### config.mk
export PLATFORM = sky130hd
export DESIGN_NAME = mux_n_reg
export DESIGN_NICKNAME = d
export VERILOG_FILES = /design/src/rtl/mux_n_reg.sv
export SDC_FILE = /design/constraint.sdc
export NUM_CORES = 1
export LEC_CHECK = 0
export ABC_AREA = 1
export BUFFER_PORTS_ARGS = -buffer_cell sky130_fd_sc_hd__buf_2
export CORE_AREA = 2 2 39 41
export CTS_BUF_LIST = sky130_fd_sc_hd__clkbuf_16
export DETAILED_ROUTE_END_ITERATION = 10
export DIE_AREA = 0 0 41 43
export HOLD_SLACK_MARGIN = 0.06
export PLACE_DENSITY_LB_ADDON = 0.2
export SYNTH_ARGS = -nofsm -noshare
export SYNTH_HDL_FRONTEND = slang
export SYNTH_SLANG_ARGS = --single-unit
### constraint.sdc
create_clock -name CLK -period 1.3 [get_ports CLK]
set_input_delay 0.39 -clock CLK [delete_from_list [all_inputs] [get_ports CLK]]
set_output_delay 0.39 -clock CLK [all_outputs]
set_load 0.05 [all_outputs]
### src/rtl/mux_n_reg.sv
// N-input, W-bit registered multiplexer with valid/ready on every port.
// Channel selection is either fixed (SEL) or round-robin over valid inputs.
module mux_n_reg #(
    parameter  int unsigned N  = 2,
    parameter  int unsigned W  = 1,
    localparam int unsigned SW = (N > 1) ? $clog2(N) : 1
) (
    input  logic            CLK,
    input  logic            RESET_N,
    input  logic [N*W-1:0]  IN_DATA,
    input  logic [N-1:0]    IN_VALID,
    output logic [N-1:0]    IN_READY,
    input  logic [SW-1:0]   SEL,
    input  logic            MODE,
    output logic [W-1:0]    OUT_DATA,
    output logic            OUT_VALID,
    input  logic            OUT_READY,
    output logic [SW-1:0]   OUT_CH
);

    logic [W-1:0]  data_q, data_d;
    logic          valid_q, valid_d;
    logic [SW-1:0] ch_q, ch_d;
    logic [SW-1:0] ptr_q, ptr_d;

    logic [W-1:0]  ch_data [N];
    logic [W-1:0]  grant_data;
    logic [SW-1:0] grant;
    logic          grant_vld;
    logic          load;
    logic          xfer;
    logic [SW:0]   idx;

    for (genvar g = 0; g < N; g++) begin : g_unpack
        assign ch_data[g] = IN_DATA[g*W +: W];
    end

    assign load = !valid_q || OUT_READY;

    // Grant selection: SEL in fixed mode, first valid channel from PTR upward otherwise.
    always_comb begin
        grant_vld = 1'b0;
        grant     = '0;
        idx       = '0;
        if (!MODE) begin
            if ({1'b0, SEL} < (SW+1)'(N)) begin
                grant_vld = 1'b1;
                grant     = SEL;
            end
        end else begin
            for (int unsigned k = 0; k < N; k++) begin
                idx = {1'b0, ptr_q} + (SW+1)'(k);
                if (idx >= (SW+1)'(N)) begin
                    idx = idx - (SW+1)'(N);
                end
                if (!grant_vld && IN_VALID[idx[SW-1:0]]) begin
                    grant_vld = 1'b1;
                    grant     = idx[SW-1:0];
                end
            end
        end
    end

    // Ready is gated by reset so producers never see a handshake while the register is cleared.
    always_comb begin
        IN_READY = '0;
        if (grant_vld && load && RESET_N) begin
            IN_READY[grant] = 1'b1;
        end
    end

    assign xfer       = |(IN_VALID & IN_READY);
    assign grant_data = ch_data[grant];

    always_comb begin
        data_d  = data_q;
        valid_d = valid_q;
        ch_d    = ch_q;
        ptr_d   = ptr_q;
        if (load) begin
            valid_d = xfer;
            if (xfer) begin
                data_d = grant_data;
                ch_d   = grant;
            end
        end
        if (xfer && MODE) begin
            ptr_d = ({1'b0, grant} == (SW+1)'(N - 1)) ? '0 : grant + 1'b1;
        end
    end

    always_ff @(posedge CLK or negedge RESET_N) begin
        if (!RESET_N) begin
            data_q  <= '0;
            valid_q <= 1'b0;
            ch_q    <= '0;
            ptr_q   <= '0;
        end else begin
            data_q  <= data_d;
            valid_q <= valid_d;
            ch_q    <= ch_d;
            ptr_q   <= ptr_d;
        end
    end

    assign OUT_DATA  = data_q;
    assign OUT_VALID = valid_q;
    assign OUT_CH    = ch_q;

endmodule

; ---- Word-level counts from Yosys, hierarchy flattened
; Cells that the tools add are included.
[classes]
add_sub_neg = 4
mux = 22
n_reduce_logical = 10
n_eq_ne = 0
n_bitwise = 2
n_lt_le_gt_ge = 7
n_div = 0
shifts = 0
mul = 0
[ops]
columns = cell, n
row1 = $mux W1, 20
row2 = $lt A1 B2 Y1 const B, 3
row3 = $logic_and A1 B1 Y1, 5
row4 = $ge A2 B2 Y1 const B, 2
row5 = $add A1 B1 Y2 const B, 1
row6 = $and A2 B2 Y2, 1
row7 = $ge A1 B2 Y1 const B, 1
row8 = $logic_not A1 Y1, 2
row9 = $mux W2, 1
row10 = $not A1 Y2, 1
row11 = $reduce_and A2 Y1, 1
row12 = $reduce_or A2 Y1, 1
row13 = $sub A1 B1 Y1 const B, 2
row14 = $add A1 B1 Y1 const B, 1
row15 = $demux W1 S1, 1
row16 = $ge A1 B1 Y1 const B, 1
row17 = $logic_or A1 B1 Y1, 1
[word_totals]
elab_cells = 49
latchBits = 0
out_inout_bits = 5
in_bits = 9
romBits = 0
memories = 0
mem_bits_rw = 0
reg_bits = 4

; ---- Logic depth before layout (Yosys ltp)
[depth]
depth_word = 19
ltp_mapped = 10
mapped_depth_nobuf = 10

; ---- Worst setup path before layout
; Ideal clock, no wire load.
[synth_timing]
path_type = reg-to-output
startpoint = register valid_q, in the netlist OUT_VALID
endpoint = output port IN_READY[0]
path_buffers = 0
setup_slack_ns = -0.717
required_time_ns = 0.910
stages_incl_launch_ff = 6
arrival_ns = 1.627
cell_sequence = dfrtp_1 > nand2_1 > nand2_1 > nor2_4 > inv_1 > nor2_1
[synth_via]
elab_chain_len = 5
[synth_rtl]
columns = item, line
row1 = from (decl), 22  ; logic valid_q, valid_d;
row2 = from (signal assigned), 100  ; valid_q <= valid_d;
row3 = $logic_not A1 Y1, 38  ; assign load = !valid_q || OUT_READY;
row4 = $logic_or A1 B1 Y1, 38
row5 = $logic_and A1 B1 Y1 (2 in series), 67  ; if (grant_vld && load && RESET_N) begin
row6 = $mux W2, 67
row7 = to (decl), 12  ; output logic [N-1:0] IN_READY,
; Every way passes these cells.

; ---- Worst setup path in the final report
[layout_timing]
startpoint = register valid_q, in the netlist OUT_VALID
endpoint = output port IN_READY[1]
; Same word-level chain as after synthesis.

==> flow_summary.toml <==
[outcome]
status = "finished, violations left"
violations = "setup timing"

[route]
ant_nets = 0
drt_iter0_drc = 6
avgViaCountPerCell = 3.791
routedWlPerCell_um = 8.302
drc = 0
dr.pass1.iters = 4
num_vias = 326
routed_wl_um = 714

[timing]
hold_violations = 0
maxSlewViolCount = 0
worst_slack_ns = -0.2655
final.min_clock_period_ns = 1.566
finalCritPeriodShare_pct = 120.4
rsz0062_at_grt = "true"
slew_headroom_pct = 83.07
fmax_mhz = 638.8
worstMarginPinSlew_ns = 0.2556
finalClockSkew_ns = 0.004497
setup_viol = 2

[power_and_ir_drop]
p_per_area_nw_per_um2 = 1678
leakagePower_nw = 0.3204
ir_drop_uv = 487.8

[clock_tree]
tritoncts = "built"
clockBufferDepth = 2
clock-sinks = 4
path_clk_slew_ns = 0.03
cts_inserted_buffers = 3
cts_root_buf = "clkbuf_16"
htreeDepth = 1
worstSkewPairLatency_ns = 0.23
ctsHoldBuffers = 0

[yosys]
syn_inst = 41
synth.distinct_cells = 12
avgSynthCellArea_um2 = 6.714
syn-num-nets = 50
synth_top_area_cell = "dfrtp_1"
seq_area_frac_synth_pct = 36.36
synth_warnings = 0
synth-seq-cells = 4
syn_area_um2 = 275.3
yosysTopAreaCellShare_pct = 36.36
yosys-top-cells-area = "dfrtp_1 (36%), nand2_1 (23%), inv_1 (8.2%), nand3_2 (7.3%), nand2_2 (4.5%)"

[worst_hold_path]
hp-class = "in2async"

[die]
row_count = 14
ios = 14
die_w_um = 41
dieArea_um2 = 1763
initial_core_util_pct = 19.89
dieHeight_um = 43
core_area_um2 = 1384

[setup_path]
worstPathRequired_ns = 0.91
crit_chain = "nand2_2 -> nand2_2 -> nor2_4 -> inv_2 -> nor2_4 -> buf_6"
cp.arrival_ns = 1.18
cp.depth = 6
critPathMaxFanout = 2
rr_worst_depth = 11
cp_slowest_stage_delay_ns = 0.39
r2r_slack_ns = 0.07
cp_top_family = "flip-flops"
start_kind = "flip-flop"
r2r_start = "ptr_q"
crit_path_end_kind = "primary output"
r2r_end = "OUT_CH"
slowest_stage = "dfrtp_2"
cp_num_buf_inv = 2
critPathKind = "reg2out"

[grt]
antenna_found_initial = 0
grt_pass1_wl_um = 1200
grtUsageTotal_pct = 10.25
grt_max_degree = 5
grt_pass1_vias = 321
grt_overflow_total = 0

[layout]
final_nets = 80
drive_above_1_share_pct = 61.43
multi_input_area_um2 = 161.4
filler_cell_count = 160
final_cell_area_um2 = 563.0
antenna_cells = 0
syn2layout_area_growth_pct = 104.5
seqCellArea_um2 = 101.3

[placed_design]
post-place-ws_ns = -0.2721
placed_cell_area_um2 = 456.7
gp_congestion = 0.6797
port_buffers = 13

[flow_run]
drv_cap = 0
## where the power goes
part,leakage [nW],switching (mW),internal [mW]
Sequential,0.0489,0.0176,0.156
Clock,0.0423,0.0944,0.398
Combinational,0.229,0.179,0.0990
## Yosys cell counts
cell type and number:
nand2_4 1, inv_2 2, nand2_2 2, nor2_4 1, inv_1 6, dfrtp_1 4, nor2_1 3, nor2_2 1
nand3_1 1, nand3_2 2, nand2_1 17, clkinv_1 1
## state kept, by name, indices dropped and copies added (netlist names)
signal,count
OUT_DATA,1
OUT_VALID,1
OUT_CH,1
ptr_q,1
## logic make-up (layout without fill, tap and decap cells)
| group | after synthesis | count (layout) | synth area share, % |
|---|---|---|---|
| buffers and inverters | 9 | 38 | 12.27 |
| and+or+nand+nor | 28 | 28 | 51.36 |
| DFF | 4 | 4 | 36.37 |
## through the flow
| step | instances | utilization [%] | hold slack, ns | power (mW) | TNS (ns) |
|---|---|---|---|---|---|
| 4_1_cts | 85 | 40.14 | 0.07045 | 0.9477 | -0.5158 |
| 6_report | 86 | 40.69 | 0.06699 | 0.9446 | -0.5296 |
| 3_3_place_gp | 80 | 33.00 | 0.3080 | 0.4355 | -0.8098 |
| 5_1_grt | 86 | 40.69 | 0.07134 | 0.9857 | -0.7041 |
| 2_1_floorplan | 41 | - | 0.09441 | 0.3488 | -0.4195 |
| 3_5_place_dp | 80 | 33.00 | 0.3062 | 0.4371 | -0.8391 |
## per-layer routing
layer  vias up  track usage, %  part of all wire [%]
met5         -               0                     0
met4         0           8.000                   1.8
met3         2           3.141                   4.6
met2        10           15.63                    48
met1       139           10.97                    45
li1        175               -                     -
## worst max path at each step
stage,startpoint,endpoint,slack [ns]
after floorplan,OUT_VALID,IN_READY[0],-0.22
after detailed placement,MODE,IN_READY[1],-0.27
after global placement,MODE,IN_READY[1],-0.26
final,OUT_VALID,IN_READY[1],-0.27
after global routing,OUT_VALID,IN_READY[0],-0.33
after CTS,OUT_VALID,IN_READY[0],-0.27
## layout make-up
| type | count | area share (%) |
|---|---|---|
| timing repair buffer | 25 | 29.78 |
| inverter | 9 | 6.000 |
| multi-input combinational | 28 | 28.67 |
| clock buffer | 3 | 13.33 |
| sequential | 4 | 18.00 |
| clock inverter | 1 | 0.6667 |
| tap | 16 | 3.556 |
## repair_timing
action | in CTS | in global routing
setup buffers | 1 | 1
cloned | 0 | 0
pin swaps | 0 | 1
setup endpoints to repair | 2 | 5
gates resized for setup | 4 | 0
## cell usage in the layout (no fill, tap or decap), types with 2 or more instances in the layout
cell	n
nand2_1	15
inv_2	3
buf_4	12
clkbuf_16	3
nand2_2	4
nand3_2	2
buf_2	11
nor2_4	3
inv_1	6
dfrtp_1	3
buf_6	2
No activity file was read; power rests on OpenSTA's default activity.
